<file path="config.mk">
export PLATFORM = sky130hd
export DESIGN_NAME = wb_port_arbiter
export DESIGN_NICKNAME = d
export VERILOG_FILES = /design/src/rtl/wb_port_arbiter.sv
export SDC_FILE = /design/constraint.sdc
export NUM_CORES = 1
export LEC_CHECK = 0
export BUFFER_PORTS_ARGS = -buffer_cell sky130_fd_sc_hd__buf_2
export CORE_MARGIN = 8
export CORE_UTILIZATION = 33
export DETAILED_ROUTE_END_ITERATION = 6
export HOLD_SLACK_MARGIN = 0.08
export SLEW_MARGIN = 30
export SYNTH_ARGS = -nofsm -noshare
export SYNTH_HDL_FRONTEND = slang
export SYNTH_SLANG_ARGS = --single-unit
</file>
<file path="constraint.sdc">
create_clock -name clk -period 3.6 [get_ports clk]
set_clock_uncertainty 0.05 [all_clocks]
set_input_delay 0.54 -clock clk [delete_from_list [all_inputs] [get_ports clk]]
set_output_delay 0.54 -clock clk [all_outputs]
set_load 0.005 [all_outputs]
</file>
<file path="src/rtl/wb_port_arbiter.sv">
// Writeback port arbiter: merges the MEM/WB pipeline write and the
// multi-cycle MDU result onto the single register-file write port.
module wb_port_arbiter #(
    parameter int unsigned STARVE_LIMIT = 4
) (
    input  logic        clk,
    input  logic        rst,
    input  logic        wb_we,
    input  logic [4:0]  wb_addr,
    input  logic [31:0] wb_data,
    input  logic        mdu_valid,
    input  logic [4:0]  mdu_addr,
    input  logic [31:0] mdu_data,
    output logic        mdu_ready,
    output logic        rf_we,
    output logic [4:0]  rf_waddr,
    output logic [31:0] rf_wdata,
    output logic        stall_out,
    output logic [7:0]  drop_cnt
);

    localparam logic [3:0] LIMIT = 4'(STARVE_LIMIT);

    typedef enum logic [1:0] {IDLE, PEND, FORCE} state_t;

    state_t      state, state_d;
    logic [3:0]  cnt, cnt_d;
    logic [4:0]  pend_addr;
    logic [31:0] pend_data;

    logic        p, m;
    logic        g_we, ld, drop, stall_d;
    logic [4:0]  g_addr;
    logic [31:0] g_data;

    assign mdu_ready = (state == IDLE);
    assign p = wb_we && (wb_addr != 5'd0);
    assign m = mdu_valid && mdu_ready && (mdu_addr != 5'd0);

    // Next-state, grant selection and buffer/counter updates.
    always_comb begin
        state_d = state;
        cnt_d   = cnt;
        g_we    = 1'b0;
        g_addr  = wb_addr;
        g_data  = wb_data;
        ld      = 1'b0;
        drop    = 1'b0;
        stall_d = 1'b0;
        unique case (state)
            IDLE: begin
                if (p) begin
                    g_we = 1'b1;
                    if (m) begin
                        if (wb_addr == mdu_addr) begin
                            drop = 1'b1;
                        end else begin
                            ld      = 1'b1;
                            cnt_d   = 4'd0;
                            state_d = PEND;
                        end
                    end
                end else if (m) begin
                    g_we   = 1'b1;
                    g_addr = mdu_addr;
                    g_data = mdu_data;
                end
            end
            PEND: begin
                g_we = 1'b1;
                if (!p) begin
                    g_addr  = pend_addr;
                    g_data  = pend_data;
                    cnt_d   = 4'd0;
                    state_d = IDLE;
                end else if (wb_addr == pend_addr) begin
                    drop    = 1'b1;
                    cnt_d   = 4'd0;
                    state_d = IDLE;
                end else begin
                    cnt_d = cnt + 4'd1;
                    if (cnt_d == LIMIT) begin
                        state_d = FORCE;
                        stall_d = 1'b1;
                    end
                end
            end
            FORCE: begin
                g_we    = 1'b1;
                g_addr  = pend_addr;
                g_data  = pend_data;
                cnt_d   = 4'd0;
                state_d = IDLE;
            end
            default: begin
                state_d = IDLE;
            end
        endcase
    end

    // State, pending buffer, write port and drop counter registers.
    always_ff @(posedge clk or posedge rst) begin
        if (rst) begin
            state     <= IDLE;
            cnt       <= 4'd0;
            pend_addr <= 5'd0;
            pend_data <= 32'd0;
            rf_we     <= 1'b0;
            rf_waddr  <= 5'd0;
            rf_wdata  <= 32'd0;
            stall_out <= 1'b0;
            drop_cnt  <= 8'd0;
        end else begin
            state     <= state_d;
            cnt       <= cnt_d;
            stall_out <= stall_d;
            rf_we     <= g_we;
            if (g_we) begin
                rf_waddr <= g_addr;
                rf_wdata <= g_data;
            end
            if (ld) begin
                pend_addr <= mdu_addr;
                pend_data <= mdu_data;
            end
            if (drop && (drop_cnt != 8'hFF)) begin
                drop_cnt <= drop_cnt + 8'd1;
            end
        end
    end

endmodule

</file>
==> results of run 1 <==
[kinds of logic (layout without fill, tap and decap cells)]
group	Yosys count	in the layout	share of synthesized area (%)
adder cells (fa/ha/maj)	8	8	1.96
buffers and inverters	52	162	4.76
XOR/XNOR	17	17	2.92
flip-flops	90	90	44.2
AO/OA/AOI/OAI	177	177	23.6
multiplexers	58	58	12.8
AND/OR/NAND/NOR	98	98	9.84
[cell usage after synthesis, drive strengths merged, types with 2 or more instances]
master    n
buf      13
mux2i     2
a22oi    38
clkbuf   30
o21a      2
and3     33
o211ai    4
ha        8
nand3     7
nor2     41
or4       2
inv       9
and4      2
o21ai    42
o2111ai   3
a221o     2
nand2     4
a21oi     4
a21boi   33
a31oi    37
xor2      6
xnor2    11
mux2     56
a21o      7
nor3      2
a32o      2
dfrtp    90
[worst max-delay path: cells and delay by family (launching register included)]
kind	cells	cell delay [ns]
compound gates	3	1.48
buf+inv	2	0.40
mux	1	0.31
flops	1	0.40
fa+ha+maj	1	0.16
[per-stage QoR]
stage          power, W  instances
2_1_floorplan   0.00284        500
3_3_place_gp    0.00346        782
5_1_grt         0.00476        798
3_5_place_dp    0.00352        782
4_1_cts         0.00449        798
6_report        0.00443        798
[worst min-delay path by stage]
| stage | start | endpoint | slack [ns] |
|---|---|---|---|
| 2_1_floorplan | pend_data[0] | pend_data[0] | 0.41 |
| 3_3_place_gp | pend_data[2] | pend_data[2] | 0.42 |
| 3_5_place_dp | pend_data[15] | pend_data[15] | 0.43 |
| 4_1_cts | mdu_data[6] | pend_data[6] | 0.35 |
| 5_1_grt | rst | rf_wdata[4] | 0.29 |
| 6_report | rst | rf_wdata[7] | 0.22 |
[power by group]
group	internal (W)	total, W	switching (W)
combinational	0.000790	0.00171	0.000918
clock	0.000558	0.000961	0.000403
sequential	0.00148	0.00177	0.000288
total	0.00283	0.00443	0.00161
[cell type report]
cell class,count,area (um^2)
clock buffer,12,246
clock inverter,4,51.3
fill,1468,8940
inverter,9,38.8
multi-input combinational,358,2640
sequential,90,2250
tap,188,235
timing repair buffer,137,741
[registers in the layout (all words and copies together) (netlist names)]
register / count
rf_we: 1
rf_waddr: 5
drop_cnt: 8
cnt: 4
stall_out: 1
rf_wdata: 32
state: 2
pend_addr: 5
pend_data: 32
[per-layer routing]
metal / track usage (%) / vias up / routed length [um]
met2: 24.8 / 113 / 7020
li1: - / 2071 / -
met3: 3.23 / 12 / 671
met1: 18.9 / 2170 / 6730
met5: 0 / - / 0
met4: 6.23 / 0 / 201
==> impl_metrics.ini, run 1 <==
[run_status]
status = completed

[synthesis]
yosys_warnings = 0
synthFlopType = dfrtp_1
synthArstFlopShare_pct = 100
yosysTopAreaCellShare_pct = 44.2
synth.distinct_cells = 46
yosysSeqAreaShare_pct = 44.2
synth_edf_count = 0
syn_inst = 500
syn_nets = 586
yosysTopAreaCell = dfrtp_1
syn_area_um2 = 5100
avgSynthCellArea_um2 = 10.2
synthTopCellsByArea = dfrtp_1, mux2_1, mux2_2, a22oi_1, a21boi_0
ys_seq_elements = 90

[worst_setup_path]
required_ns = 3.78
rrSetupSlack_ns = 0.69
start_kind = register
crit_fanout = 21
cp-startpoint = state[1]
crit_slowest_cell = o211a_1
critPathKind = register to register
reg2reg_to = state[0]
worstPathArrival_ns = 3.09
critPathCapture = state[0]
path_cells = inv_1 -> ha_1 -> buf_4 -> o211a_1 -> a21boi_1 -> a22oi_1 -> mux2_2
max_stage_delay_ns = 0.67
worstRegToRegCells = 7
endpoint_kind = register
r2r-start = state[1]

[finish]
layout_commonest_cell = buf_2
area_delta_synth_final_pct = 21.7
drive_above_1_share_pct = 30.5
fin_util_pct = 41.0
layout_common_cells = buf_2, dfrtp_1, nor2_1
stdcell_area_um2 = 6200
final_nets = 691
n_antenna_cell = 0

[pwr]
power.density_nw_per_um2 = 715
leakagePower_nw = 2.84
peakVddDrop_mv = 0.285

[placement]
place.gp.congestion = 0.803
place_area_um2 = 5900
place_worst_setup_slack_ns = 0.719
io_buffer_count = 125
dp_hpwl_um = 10200

[timing]
relSlewSlack_pct = 52.4
setup_viol = 0
period_share_pct = 80.8
setup_tns_ns = 0
whs_ns = 0.222
worst-slew-pin-transition_ns = 0.714
min_period_ns = 2.91
fin_ws_ns = 0.692
rsz0062_at_grt = no
max_freq_ghz = 0.344
slew_violations = 0
hold_viol = 0

[route]
ant_nets = 0
routed_via_density = 5.47
first_iter_violations = 260
wirelength_um = 14600
via_count = 4366
wl_per_cell_um = 18.3
drc = 0
drt_first_pass_iters = 5

[global_route]
track_usage_pct = 15.1
grt_pass1_vias = 4457
antenna_found_initial = 0
grt_max_degree = 76
grt_pass1_wl_um = 23700
grt_overflow = 0

[floorplanning]
io_pins = 126
core-area_um2 = 15100
start_util_pct = 33.7
dieArea_um2 = 19700
rows = 45
fp.dieW_um = 140
die_h_um = 140

[clock_network]
clkSinkCount = 90
cts_resized = 0
clk_latency_ns = 0.34
root_buffer = clkbuf_16
htree_levels = 3
cts_hold_buf = 0
postCtsSetupRepairBufs = 0
cts_max_path_buffers = 2
numCtsBuffers = 9
clk_pin_slew_worst_paths_ns = 0.06
cts_tree = yes

[min_path]
hp-class = input pin to async pin

[run]
drv_cap = 0
Note: power is estimated with default switching activity, not from simulation.
==> inputs of run 2 (changes only) <==
- clock period: 3.6 -> 2.8 ns (I/O delays scaled with it)
==> impl_metrics.ini, run 2 (synthesis gave the netlist of run 1 again) <==
[clock_network]
numCtsBuffers = 9
htree_levels = 3
cts_tree = yes
clk_pin_slew_worst_paths_ns = 0.06
clkSinkCount = 90
cts_max_path_buffers = 2
clk_latency_ns = 0.35
root_buffer = clkbuf_16
postCtsSetupRepairBufs = 0

[route]
drt-met1-wl_um = 6460
ant_nets = 0
first_iter_violations = 281
top_layer = met5
wl_per_cell_um = 18.9
drt_first_pass_iters = 4
routed_via_density = 5.48
drc = 0
wirelength_um = 15200
wl_met2_um = 7270
wl_met3_um = 1160
via_count = 4406

[finish]
layout_common_cells = buf_2, dfrtp_1, nor2_1
layout_commonest_cell = buf_2
area_delta_synth_final_pct = 23.0
top_regs = pend_data (32), rf_wdata (32), drop_cnt (8)
stdcell_area_um2 = 6270
drive_above_1_share_pct = 30.8
final_nets = 695

[worst_setup_path]
worstPathArrival_ns = 2.59
endpoint_kind = register
start_kind = register
crit_fanout = 75
critPathKind = register to register
required_ns = 3.01
cp-startpoint = state[0]
r2r-start = state[0]
rrSetupSlack_ns = 0.41

[floorplanning]
io_pins = 126
core-area_um2 = 15100
dieArea_um2 = 19700
start_util_pct = 33.7
rows = 45
fp.dieW_um = 140
die_h_um = 140

[global_route]
track_usage_pct = 15.6
grt_overflow = 0
grt_max_degree = 76
grt_pass1_wl_um = 24500
antenna_found_initial = 4
grt_pass1_vias = 4691

[run_status]
status = completed

[timing]
max_freq_ghz = 0.419
min_period_ns = 2.39
rsz0062_at_grt = no
period_share_pct = 85.2
hold_viol = 0
setup_tns_ns = 0
relSlewSlack_pct = 43.9
worst-slew-pin-transition_ns = 0.841
slew_violations = 0
setup_viol = 0

[min_path]
min_from = mdu_data[27]
hp-class = input pin to register

[placement]
place_area_um2 = 5930
place.gp.congestion = 0.826
io_buffer_count = 125
dp_hpwl_um = 10500

[pwr]
power.density_nw_per_um2 = 927
leakagePower_nw = 2.88
peakVddDrop_mv = 0.375

[run]
drv_cap = 0
## run 2: final cells by class
cell class / count / area, um^2
repair buffers: 141 / 786
diodes: 2 / 5.00
well taps: 188 / 235
flip-flops and latches: 90 / 2250
clock buffers: 15 / 288
inverters: 9 / 37.5
clock inverters: 1 / 30.0
fillers: 1487 / 8870
multi-input cells: 358 / 2640
## run 2: layer usage
metal / up-vias / track usage, %
met4: 4 / 7.20
met1: 2181 / 17.7
li1: 2081 / -
met3: 24 / 4.72
met5: - / 0
met2: 116 / 26.5
## run 2: through the flow
stage | util (%) | setup slack, ns | hold slack [ns] | power (W) | std cells
floorplan | - | 0.511 | 0.415 | 0.00365 | 500
global placement | 39.2 | 0.284 | 0.321 | 0.00447 | 785
detailed placement | 39.2 | 0.242 | 0.321 | 0.00456 | 785
CTS | 41.3 | 0.383 | 0.231 | 0.00588 | 802
global route | 41.4 | 0.219 | 0.245 | 0.00625 | 804
finish | 41.4 | 0.413 | 0.243 | 0.00581 | 804
## run 2: final timing paths
check                                     end  cells past startpoint
worst max-delay path             rf_wdata[28]                      8
worst min-delay path            pend_data[27]                      2
worst max register to register   rf_wdata[28]                      8
worst min register to register    drop_cnt[7]                      1
max in group asynchronous       pend_data[31]                      4
min in group asynchronous        rf_wdata[15]                      3
## run 2: report_power, final
group | internal, W | leakage (nW) | total (W) | switching [W]
Sequential | 0.00190 | 1.09 | 0.00227 | 0.000373
Clock | 0.000791 | 0.156 | 0.00130 | 0.000508
Combinational | 0.00104 | 1.63 | 0.00224 | 0.00120
## run 2: worst max-delay path: stages (launching register included)
cell,delay [ns]
dfrtp_1,0.41
inv_1,0.12
ha_2,0.28
buf_4,0.27
inv_1,0.20
o311ai_4,0.33
buf_12,0.34
nor2_1,0.08
a31oi_1,0.19
## run 2: what timing repair did
action | CTS | global route
resized for setup | 0 | 0
hold buffers | 1 | 0
endpoints found under the hold margin | 7 | 0
setup endpoints to repair | 0 | 0
==> inputs of run 3 (changes only) <==
- CORE_ASPECT_RATIO: unset -> 2
- clock period: 2.8 -> 2.1 ns (I/O delays scaled with it)
==> impl_metrics.ini, run 3 (synthesis gave the netlist of run 1 again) <==
[run_status]
status = completed

[timing]
hold_viol = 0
min_period_ns = 2.01
setup_viol = 0
whs_ns = 0.142
fin_ws_ns = 0.0930
max_freq_ghz = 0.498
worst-slew-pin-transition_ns = 0.526
setup_tns_ns = 0
slew_violations = 0
relSlewSlack_pct = 64.9
rsz0062_at_grt = yes
period_share_pct = 95.6

[finish]
layout_common_cells = buf_2, dfrtp_1, nor2_1
drive_above_1_share_pct = 34.3
layout_commonest_cell = buf_2
top_regs = pend_data (32), rf_wdata (32), drop_cnt (8)
stdcell_area_um2 = 6660
final_nets = 723
area_delta_synth_final_pct = 30.6
fillCellCount = 1484

[clock_network]
cts_max_path_buffers = 2
cts_tree = yes
htree_levels = 3
root_buffer = clkbuf_16
clkSinkCount = 90
numCtsBuffers = 9
clk_pin_slew_worst_paths_ns = 0.06
clk_latency_ns = 0.34

[worst_setup_path]
endpoint_kind = register
max_stage_delay_ns = 0.41
path_buf_inv = 3
crit_family = buffers and inverters
r2r-start = state[0]
start_kind = register
required_ns = 2.27
crit_fanout = 21
cp-startpoint = state[0]
crit_slowest_cell = dfrtp_1
worst_path_most_repeated_cell = inv_1
worstPathArrival_ns = 2.18
critPathKind = register to register
path_cells = inv_1 -> ha_2 -> inv_1 -> or2_2 -> buf_12 -> mux2_1

[run]
drv_cap = 0

[route]
drt_first_pass_iters = 4
via_count = 4640
ant_nets = 0
drc = 0
first_iter_violations = 150
wl_per_cell_um = 19.3
wirelength_um = 16300
routed_via_density = 5.52

[global_route]
grt_max_degree = 39
grt_pass1_vias = 5016
antenna_found_initial = 1
track_usage_pct = 16.0
grt_overflow = 0
grt_pass1_wl_um = 25500

[placement]
place.gp.congestion = 0.810
dp_hpwl_um = 11700
io_buffer_count = 125
place_area_um2 = 6220
place_worst_setup_slack_ns = -0.150

[pwr]
power.density_nw_per_um2 = 1230
peakVddDrop_mv = 0.403
leakagePower_nw = 3.08
p_total_w = 0.00819

[min_path]
hp-class = input pin to register
min_from = mdu_data[13]

[floorplanning]
core-area_um2 = 15200
die_h_um = 192
start_util_pct = 33.5
rows = 64
fp.dieW_um = 104
io_pins = 126
dieArea_um2 = 19900
[run 3: cell count changes in the layout (fill, tap and decap cells not counted), moves of 2 or more]
cell | previous run | this run
buf_6 | 0 | 2
buf_12 | 3 | 10
clkbuf_16 | 9 | 11
buf_4 | 12 | 28
clkbuf_8 | 4 | 2
[run 3: final cells by class]
| class | count | area, um^2 | area share (%) |
|---|---|---|---|
| clock buffer | 12 | 256 | 3.85 |
| inverter | 9 | 37.5 | 0.563 |
| tap | 198 | 248 | 3.72 |
| timing repair buffer | 169 | 1130 | 17.0 |
| clock inverter | 4 | 73.8 | 1.11 |
| antenna | 1 | 2.50 | 0.0376 |
| sequential | 90 | 2250 | 33.8 |
| multi-input combinational | 358 | 2660 | 39.9 |
[run 3: path summary, 6_finish.rpt]
check	endpoint	slack (ns)	cells past startpoint
hold / removal	pend_data[13]	0.14	2
hold reg to reg	drop_cnt[5]	0.44	1
max in group asynchronous	rf_wdata[5]	0.90	4
min in group asynchronous	rf_wdata[15]	0.52	3
setup reg to reg	pend_data[9]	0.09	6
setup / recovery	pend_data[9]	0.09	6
[run 3: layer usage]
metal	up-vias	routed length (um)	GRT usage (%)
met5	-	0	0
met1	2267	5710	15.3
met2	175	8760	29.2
li1	2140	-	-
met4	0	865	11.6
met3	58	915	4.00
[run 3: what timing repair did]
| item | 4_1_cts | 5_1_grt |
|---|---|---|
| setup buffers | 0 | 2 |
| resized for setup | 1 | 7 |
| hold buffers | 1 | 0 |
| pin swaps | 0 | 1 |
| endpoints found under the hold margin | 19 | 0 |
| cloned | 0 | 2 |
| setup endpoints to repair | 1 | 48 |
[run 3: power by group]
| part | switching, W | total [W] | leakage (nW) | internal, W |
|---|---|---|---|---|
| registers | 0.000530 | 0.00306 | 1.09 | 0.00253 |
| clock network | 0.000679 | 0.00179 | 0.163 | 0.00111 |
| logic | 0.00170 | 0.00334 | 1.82 | 0.00164 |
[run 3: through the flow]
stage / std cells / util (%)
finish: 841 / 43.8
CTS: 836 / 43.1
global route: 841 / 43.8
floorplan: 500 / -
detailed placement: 819 / 40.9
global placement: 819 / 40.9
